### src/rtl/pulse_evt_pkg.sv
// Shared constants, slot states and helpers
// for the pulse event arbiter.
package pulse_evt_pkg;

  localparam int N_CH_DEF = 8;
  localparam int TS_W_DEF = 32;

  typedef enum logic {
    S_EMPTY = 1'b0,
    S_FULL  = 1'b1
  } slot_e;

  function automatic int clog2(input int n);
    int r;
    r = 0;
    for (int i = 0; i < 31; i++)
      if ((1 << i) < n) r = i + 1;
    return r;
  endfunction

endpackage

### src/rtl/pulse_event_arbiter_rr_pick.sv
// Combinational round-robin picker:
// first set request at or after ptr, circularly.
module rr_pick
  import pulse_evt_pkg::*;
#(
  parameter  int N_CH = N_CH_DEF,
  localparam int ID_W = clog2(N_CH)
) (
  input  logic [N_CH-1:0] req_i,
  input  logic [ID_W-1:0] ptr_i,
  output logic            gnt_valid_o,
  output logic [ID_W-1:0] gnt_idx_o
);

  logic [2*N_CH-1:0] dbl;
  logic [N_CH-1:0]   rot;
  logic [ID_W:0]     sum;

  always_comb begin
    dbl = {req_i, req_i} >> ptr_i;
    rot = dbl[N_CH-1:0];
    gnt_valid_o = |req_i;
    sum = '0;
    for (int k = N_CH - 1; k >= 0; k--)
      if (rot[k]) sum = (ID_W+1)'(k);
    sum = sum + {1'b0, ptr_i};
    // rotated offset back to an absolute channel index
    if (sum >= (ID_W+1)'(N_CH))
      sum = sum - (ID_W+1)'(N_CH);
    gnt_idx_o = sum[ID_W-1:0];
  end

endmodule

### src/rtl/pulse_event_arbiter.sv
// Timestamps channel pulses, latches them as pending
// requests and serializes them onto one event stream.
module pulse_event_arbiter
  import pulse_evt_pkg::*;
#(
  parameter  int N_CH = N_CH_DEF,
  parameter  int TS_W = TS_W_DEF,
  localparam int ID_W = clog2(N_CH)
) (
  input  logic            clk,
  input  logic            reset,
  input  logic            enable_i,
  input  logic [N_CH-1:0] pulse_i,
  output logic            evt_valid_o,
  input  logic            evt_ready_i,
  output logic [ID_W-1:0] evt_ch_o,
  output logic [TS_W-1:0] evt_ts_o,
  output logic [N_CH-1:0] pending_o,
  output logic [N_CH-1:0] overflow_o,
  input  logic [N_CH-1:0] overflow_clr_i
);

  slot_e           state_q, state_d;
  logic [TS_W-1:0] ts_q, ts_d;
  logic [N_CH-1:0] pend_q, pend_d;
  logic [N_CH-1:0] ovf_q, ovf_d;
  logic [TS_W-1:0] lat_q [N_CH];
  logic [TS_W-1:0] lat_d [N_CH];
  logic [ID_W-1:0] ptr_q, ptr_d;
  logic [ID_W-1:0] ch_q, ch_d;
  logic [TS_W-1:0] ets_q, ets_d;

  logic            gnt_vld;
  logic [ID_W-1:0] gnt_idx;
  logic            free;
  logic            grant;
  logic [N_CH-1:0] cap;
  logic [N_CH-1:0] gsel;
  logic [N_CH-1:0] ovf_set;

  rr_pick #(.N_CH(N_CH)) u_pick (
    .req_i      (pend_q),
    .ptr_i      (ptr_q),
    .gnt_valid_o(gnt_vld),
    .gnt_idx_o  (gnt_idx)
  );

  always_comb begin
    free    = (state_q == S_EMPTY) || evt_ready_i;
    grant   = free && gnt_vld;
    state_d = state_q;
    ch_d    = ch_q;
    ets_d   = ets_q;
    ptr_d   = ptr_q;
    unique case (1'b1)
      grant: begin
        state_d = S_FULL;
        ch_d    = gnt_idx;
        ets_d   = lat_q[gnt_idx];
        ptr_d   = (gnt_idx == ID_W'(N_CH - 1))
                  ? '0 : gnt_idx + ID_W'(1);
      end
      (free && !gnt_vld): state_d = S_EMPTY;
      default: ;
    endcase
  end

  always_comb begin
    cap  = enable_i ? pulse_i : '0;
    gsel = '0;
    if (grant) gsel[gnt_idx] = 1'b1;
    pend_d  = pend_q & ~gsel;
    lat_d   = lat_q;
    ovf_set = '0;
    for (int i = 0; i < N_CH; i++) begin
      if (cap[i]) begin
        // a pulse on the channel being granted re-arms it
        if (!pend_q[i] || gsel[i]) begin
          pend_d[i] = 1'b1;
          lat_d[i]  = ts_q;
        end else begin
          ovf_set[i] = 1'b1;
        end
      end
    end
    ovf_d = (ovf_q & ~overflow_clr_i) | ovf_set;
    ts_d  = enable_i ? ts_q + TS_W'(1) : ts_q;
  end

  always_ff @(posedge clk or posedge reset) begin
    if (reset) begin
      state_q <= S_EMPTY;
      ts_q    <= '0;
      pend_q  <= '0;
      ovf_q   <= '0;
      ptr_q   <= '0;
      ch_q    <= '0;
      ets_q   <= '0;
      for (int i = 0; i < N_CH; i++)
        lat_q[i] <= '0;
    end else begin
      state_q <= state_d;
      ts_q    <= ts_d;
      pend_q  <= pend_d;
      ovf_q   <= ovf_d;
      ptr_q   <= ptr_d;
      ch_q    <= ch_d;
      ets_q   <= ets_d;
      for (int i = 0; i < N_CH; i++)
        lat_q[i] <= lat_d[i];
    end
  end

  assign evt_valid_o = (state_q == S_FULL);
  assign evt_ch_o    = ch_q;
  assign evt_ts_o    = ets_q;
  assign pending_o   = pend_q;
  assign overflow_o  = ovf_q;

endmodule
### config.mk
export PLATFORM = sky130hd
export DESIGN_NAME = pulse_event_arbiter
export DESIGN_NICKNAME = d
export VERILOG_FILES = /design/src/rtl/pulse_evt_pkg.sv /design/src/rtl/pulse_event_arbiter_rr_pick.sv /design/src/rtl/pulse_event_arbiter.sv
export SDC_FILE = /design/constraint.sdc
export NUM_CORES = 1
export LEC_CHECK = 0
export CAP_MARGIN = 25
export CORE_UTILIZATION = 42
export CTS_CLUSTER_DIAMETER = 150
export DETAILED_ROUTE_END_ITERATION = 10
export PLACE_DENSITY_LB_ADDON = 0.15
export SETUP_SLACK_MARGIN = 0.15
export SLEW_MARGIN = 25
export SYNTH_ARGS = -nofsm -noshare
export SYNTH_HDL_FRONTEND = slang
export SYNTH_SLANG_ARGS = --single-unit
### constraint.sdc
create_clock -name clk -period 22.4 [get_ports clk]
set_input_delay 2.24 -clock clk [delete_from_list [all_inputs] [get_ports clk]]
set_output_delay 2.24 -clock clk [all_outputs]
set_load 0.005 [all_outputs]
---- After elaboration in Yosys (flattened, before gate mapping) ----
Index checks and enable logic that the tools add are counted.
storage, ports and cells
  output and inout bits ................... 52
  flip-flop bits (word level) ............. 343
  input bits .............................. 20
  word-level logic and storage cells ...... 113
operators by class
  shift-type cells ........................ 1
  equal/unequal tests ..................... 1
  $lt $le $gt $ge ......................... 4
  reduce and logical (&&, ||, !) cells .... 31
  mux-type cells .......................... 50
  add/subtract/negate cells ............... 4
  bitwise gates (word level) .............. 7
operators by type and width
  kind                                                               number
  binary-select mux 32 bit (select 3 bit)                            1
  2-to-1 mux 32 bit                                                  2
  2-to-1 mux 1 bit                                                   33
  adder 32 x 1 -> 32 bit, second input constant                      1
  2-to-1 mux 3 bit                                                   10
  AND 8 bit                                                          2
  2-to-1 mux 8 bit                                                   2
  NOT 8 bit                                                          2
  AND reduction 2 bit                                                8
  >> shifter 16 x 3 -> 8 bit                                         1
  logical NOT 1 bit                                                  9
  logical OR 1 bit                                                   9
  greater-or-equal comparator 4 bit, second input constant           2
  bitwise OR 8 bit                                                   1
  OR reduction 8 bit                                                 1
  adder 3 x 3 -> 4 bit                                               1
  less-than comparator 3 x 4 -> 1 bit, second input constant         1
  NOT 3 -> 4 bit                                                     1
  adder 3 x 1 -> 3 bit, second input constant                        1
  demux 1 bit (select 3 bit)                                         1
  equality test 3 bit, second input constant                         1
  greater-or-equal comparator 3 x 1 -> 1 bit, second input constant  1
  logical AND 1 bit                                                  3
  subtractor 3 x 1 -> 3 bit, second input constant                   1
  other kinds (3)                                                    3

---- Logic depth before layout (Yosys ltp) ----
  depth after elaboration ................. 21
  gate-level depth with buffers ........... 19
  gate-level depth less buffers ........... 16

---- Hierarchy ----
From an unflattened synthesis, not the netlist that was laid out.
unflattened totals
  cells, all modules ...................... 1,176
  area total of the unflattened synthesis .. 16,133.0 um^2
by module, submodules not included
  module               cells each  sequential area each (um^2)  times used  area each (um^2)
  pulse_event_arbiter  1,134       8,583.2                      1           15,655.0
  rr_pick              42          0.0                          1           478.0

---- Worst setup path after synthesis ----
Ideal clock, no wire load.
  path kind ............................... register -> register
  start ................................... register ptr_q[1]
  end ..................................... register ets_q[2] (netlist: evt_ts_o[2])
  arrival time ............................ 4,644 ps
  path slack .............................. 17,623 ps
  period minus slack after synthesis ...... 4,777 ps
  setup time .............................. 132 ps
  path buffers ............................ 5
  required time ........................... 22,268 ps
  cell stages (with the launch flop) ...... 19
  cells stage by stage .................... dfrtp_1 -> buf_2 -> buf_1 -> mux2i_1 -> mux2i_1 -> o21bai_1 -> a32o_1 -> a31oi_1 -> a21oi_1 -> o31ai_1 -> ha_1 -> inv_1 -> fa_1 -> clkbuf_1 -> buf_1 -> clkbuf_1 -> mux4_2 -> mux2i_1 -> o21ai_1
between the ends
  word-level cells in the longest chain between the ends .. 16
  elaborated cells on any way between the ends .. 17
  those cells by class .................... add/sub (2); order compare (1); shift (1); mux (12); bitwise (1)
ends and longest elaborated chain
  element                                                                                line                                                                  RTL
  start, declared                                                                        pulse_event_arbiter.sv:29                                             logic [ID_W-1:0] ptr_q, ptr_d;
  start signal, assigned                                                                 pulse_event_arbiter.sv:106                                            ptr_q <= ptr_d;
  >> shifter 16 x 3 -> 8 bit                                                             pulse_event_arbiter_rr_pick.sv:20                                     dbl = {req_i, req_i} >> ptr_i;
  2-to-1 mux 3 bit (8 in a row)                                                          pulse_event_arbiter_rr_pick.sv:25                                     if (rot[k]) sum = (ID_W+1)'(k);
  adder 3 x 3 -> 4 bit (*)                                                               pulse_event_arbiter_rr_pick.sv:26                                     sum = sum + {1'b0, ptr_i};
  greater-or-equal comparator 4 bit / subtractor 3 x 1 -> 3 bit (equally long branches)  pulse_event_arbiter_rr_pick.sv:28, pulse_event_arbiter_rr_pick.sv:29
  2-to-1 mux 3 bit (*)                                                                   pulse_event_arbiter_rr_pick.sv:28                                     if (sum >= (ID_W+1)'(N_CH))
  NOT 3 -> 4 bit (not written as such) (*)                                               pulse_event_arbiter.sv:59                                             ets_d = lat_q[gnt_idx];
  binary-select mux 32 bit (select 3 bit) (*)                                            pulse_event_arbiter.sv:59
  2-to-1 mux 32 bit (not written as such) (*) (2 in a row)                               pulse_event_arbiter.sv:59
  end signal, assigned                                                                   pulse_event_arbiter.sv:108                                            ets_q <= ets_d;
  end, declared                                                                          pulse_event_arbiter.sv:31                                             logic [TS_W-1:0] ets_q, ets_d;
Every way passes the cells marked *; elsewhere a longest branch is shown, timed or not. The select of a mux whose other input is x is not followed.
A chain may end at the register's enable or synchronous reset.

---- Worst setup path after layout ----
  start ................................... register ptr_q[1]
  end ..................................... register lat_q[126] (netlist name)
between the ends
  word-level cells in the longest chain between the ends .. 19
  elaborated cells on any way between the ends .. 21
  those cells by class .................... add/sub (2); order compare (3); shift (1); mux (12); reduce/logical (3)
ends and longest elaborated chain
  element                                                                                                                         line                                                                  RTL
  >> shifter 16 x 3 -> 8 bit                                                                                                      pulse_event_arbiter_rr_pick.sv:20
  2-to-1 mux 3 bit (8 in a row)                                                                                                   pulse_event_arbiter_rr_pick.sv:25
  adder 3 x 3 -> 4 bit (*)                                                                                                        pulse_event_arbiter_rr_pick.sv:26
  greater-or-equal comparator 4 bit / subtractor 3 x 1 -> 3 bit (equally long branches)                                           pulse_event_arbiter_rr_pick.sv:28, pulse_event_arbiter_rr_pick.sv:29
  2-to-1 mux 3 bit (*)                                                                                                            pulse_event_arbiter_rr_pick.sv:28
  net gnt_idx[1]                                                                                                                  pulse_event_arbiter.sv:34                                             logic [ID_W-1:0] gnt_idx;
  less-than comparator 3 x 4 -> 1 bit (not written as such) / greater-or-equal comparator 3 x 1 -> 1 bit (equally long branches)  pulse_event_arbiter.sv:71                                             if (grant) gsel[gnt_idx] = 1'b1;
  logical AND 1 bit (not written as such)                                                                                         pulse_event_arbiter.sv:71
  2-to-1 mux 1 bit (not written as such)                                                                                          pulse_event_arbiter.sv:71
  demux 1 bit (select 3 bit) (*)                                                                                                  pulse_event_arbiter.sv:71
  2-to-1 mux 8 bit (*)                                                                                                            pulse_event_arbiter.sv:71
  logical OR 1 bit (*)                                                                                                            pulse_event_arbiter.sv:78                                             if (!pend_q[i] || gsel[i]) begin
  AND reduction 2 bit (no source line) (*)                                                                                        -
  end signal, assigned by index                                                                                                   pulse_event_arbiter.sv:110                                            lat_q[i] <= lat_d[i];
  end, declared                                                                                                                   pulse_event_arbiter.sv:27                                             logic [TS_W-1:0] lat_q [N_CH];
The timed path passes the listed nets; every way through them passes the cells marked *.

==> flow_summary_export.csv <==
group,metric,value,unit
status,status,"finished, final reports clean",
global_route,grt_pass1_wl,58900,um
synthesis,synth.ff_latch_count,343,
clock_network,postCtsSetupBuffers,0,
timing,hold_violations,0,
route,drc,0,
clock_network,htreeDepth,2,
worst_hold_path,hold_class,"reg2reg",
timing,fin_setup_tns,0,ns
route,first_iter_violations,488,
synthesis,synth_area_leaders,"dfrtp_1 51%, mux2_4 16%, mux4_2 8.9%",
timing,rsz0062_at_grt,"no",
timing,min_period,6.05,ns
worst_setup_path,startpoint_type,"flop",
worst_hold_path,worstHoldPathCells,2,
timing,slew_headroom,0.338,
worst_setup_path,critPathCaptureType,"flop",
clock_network,clock_sinks,343,
worst_hold_path,min_to,"evt_ch_o[0]",
global_route,grt_remaining_overflow,0,
floorplan,coreArea,0.0390,mm2
synthesis,syn_area,0.0168,mm2
timing,setup_violations,0,
global_route,grt_pass1_vias,9690,
worst_setup_path,rr_startpoint,"ptr_q[1]",
floorplan,rows,72,
power,p_int,1.58,mW
route,routed_wl,36000,um
synthesis,synth_top_area_frac,0.512,
placement,port_buffers,71,
final_layout,diodes,0,
route,vias_per_cell,5.36,
final_layout,drive_above_1_share,0.305,
route,dr.pass1.iters,5,
worst_setup_path,reg2reg_slack,16.35,ns
placement,dp_hpwl,19400,um
final_layout,fillCellCount,3363,
clock_network,cts_buffer_depth,3,
floorplan,die-area,0.0407,mm2
global_route,grtUsageTotal,0.184,
synthesis,synth.distinct_cells,49,
floorplan,start_util,0.430,
floorplan,die_h,202,um
final_layout,final_util,0.487,
global_route,antenna_found_initial,0,
power,netSwitchingFraction,0.371,
clock_network,clock_latency,0.54,ns
clock_network,clk_pin_slew_worst_paths,0.06,ns
power,power.leakage,8.50,nW
worst_setup_path,crit_fanout,32,
synthesis,synthFlopType,"dfrtp_1",
final_layout,layout.nets,1196,
clock_network,postCtsResizedCells,0,
worst_setup_path,r2r-end,"lat_q[126]",
timing,max_freq,165,MHz
clock_network,cts_tree,"yes",
worst_setup_path,r2r_cells,16,
synthesis,synth_nets,1170,
final_layout,area_growth,13.1,%
power,power_density,133,mW/mm2
power,p_seq_frac,0.314,
timing,finalCritPeriodShare,0.270,
power,ir_drop,0.167,mV
timing,fin_skew,0.0229,ns
synthesis,yosys.area.top_type,"dfrtp_1",
clock_network,cts-root-buf,"clkbuf_16",
timing,fin_ws,16.35,ns
worst_setup_path,critical_path_required,22.81,ns
route,wl_per_cell,20.9,um
worst_setup_path,path_class,"reg2reg",
synthesis,yosysSeqAreaShare,0.512,
synthesis,synth_edf_count,0,
synthesis,syn_avg_cell_area,14.6,um2
worst_hold_path,min_from,"evt_ch_o[0]",
clock_network,numCtsBuffers,39,
worst_setup_path,arrival,6.45,ns
floorplan,die_x,202,um
placement,gp_congestion,0.773,
synthesis,synth_warnings,0,
timing,worst_pin_slew,0.992,ns
timing,slew_violations,0,
clock_network,hold_buffers,0,
placement,dp_slack,16.42,ns
route,final_antenna_net_count,0,
synthesis,synthArstFlopShare,1.00,
power,p_switching,933,uW
power,power_frac_comb,0.436,
global_route,grt_max_degree,132,
job,drv_cap,0,
floorplan,num_io_pins,72,
power,clkPwrFrac,0.250,
route,vias,9212,
synthesis,postSynthCellCount,1146,
[through the flow]
step / hold slack (ns) / instance area (um2) / power [mW] / instances
6_report: 0.476 / 19000 / 2.52 / 1719
5_1_grt: 0.497 / 19000 / 2.67 / 1719
4_1_cts: 0.483 / 18900 / 2.56 / 1718
3_5_place_dp: 0.469 / 17700 / 1.92 / 1648
3_3_place_gp: 0.462 / 17700 / 1.91 / 1648
2_1_floorplan: 0.452 / 16800 / 1.65 / 1146
[worst max-delay path by stage]
stage | startpoint | to | slack, ns
detailed placement | ptr_q[1] | lat_q[127] | 16.42
floorplan | reset | evt_ch_o[0] | 10.65
finish | ptr_q[1] | lat_q[126] | 16.35
global route | ptr_q[1] | lat_q[126] | 15.93
CTS | ptr_q[1] | lat_q[126] | 16.37
global placement | ptr_q[1] | lat_q[127] | 16.57
[registers in the layout, indices dropped and copies added, names as in the netlist]
signal       cells
evt_valid_o      1
ptr_q            3
evt_ch_o         3
pending_o        8
ts_q            32
overflow_o       8
lat_q          256
evt_ts_o        32
[routing by layer]
layer  GRT usage  up-vias  routed length [um]
li1            -     4203                   -
met1       0.278     4811               17900
met2       0.277      153               16300
met3      0.0272       45                1170
met4      0.0457        0                 593
met5           0        -                   0
[cell families (layout without fill, tap and decap cells)]
group,after synthesis,in the layout,share of synthesized area
flip-flops,343,343,0.512
buffers and inverters,117,172,0.0436
XOR/XNOR,36,36,0.0199
multiplexers,363,363,0.325
AO/OA/AOI/OAI,92,92,0.0387
AND/OR/NAND/NOR,191,191,0.0574
adder cells (fa/ha/maj),4,4,0.00343
[area by class of cell]
class | instances | area, um2 | share of cell area
clock buffer | 52 | 1110 | 0.0583
clock inverter | 18 | 161 | 0.00850
inverter | 15 | 63.8 | 0.00336
multi-input combinational | 686 | 7550 | 0.398
sequential | 343 | 8580 | 0.452
tap | 518 | 648 | 0.0342
timing repair buffer | 87 | 862 | 0.0454
[worst max-delay path: stages (launching register included)]
cell       delay [ns]
dfrtp_1          1.00
mux2i_1          0.33
mux2i_1          0.13
o21bai_1         0.17
a32o_1           0.26
a31oi_1          0.14
a21oi_1          0.06
o31ai_1          0.35
ha_4             0.18
inv_1            0.04
fa_4             1.12
inv_1            0.23
nor3_1           0.41
o2111ai_1        0.28
o211ai_4         0.15
buf_4            0.64
mux2_2           0.41
[synth_stat cells (9+ instances only)]
master,n
o22ai_1,9
xnor2_1,28
and3_1,10
buf_6,10
clkbuf_1,54
o21ai_1,31
mux2i_1,39
nor3_1,24
buf_1,12
inv_1,15
mux2_1,60
o2111ai_1,15
dfrtp_1,343
o21ai_0,17
nor2_1,17
mux2_2,18
and2_1,11
buf_8,18
nand3_1,14
nand2_1,77
mux4_2,66
mux2_4,180
[power groups by stage]
stage / Sequential (mW) / Clock [mW] / Combinational [mW]
final: 0.790 / 0.630 / 1.10
after global routing: 0.804 / 0.672 / 1.19
after CTS: 0.790 / 0.650 / 1.12
after detailed placement: 0.799 / 0 / 1.12
after global placement: 0.799 / 0 / 1.11
after floorplan: 0.742 / 0 / 0.909
[cells in the final DEF, fill, tap and decap left out, drive strengths merged, types with 14 or more instances in the layout]
cell type / count
clkbuf: 52
inv: 17
dfrtp: 343
nand2: 77
nor2: 17
nor3: 24
mux2i: 39
buf: 16
clkdlybuf4s50: 71
mux2: 258
xnor2: 29
nand3: 14
mux4: 66
o21ai: 48
o2111ai: 16
No activity file was read; power rests on OpenSTA's default activity.
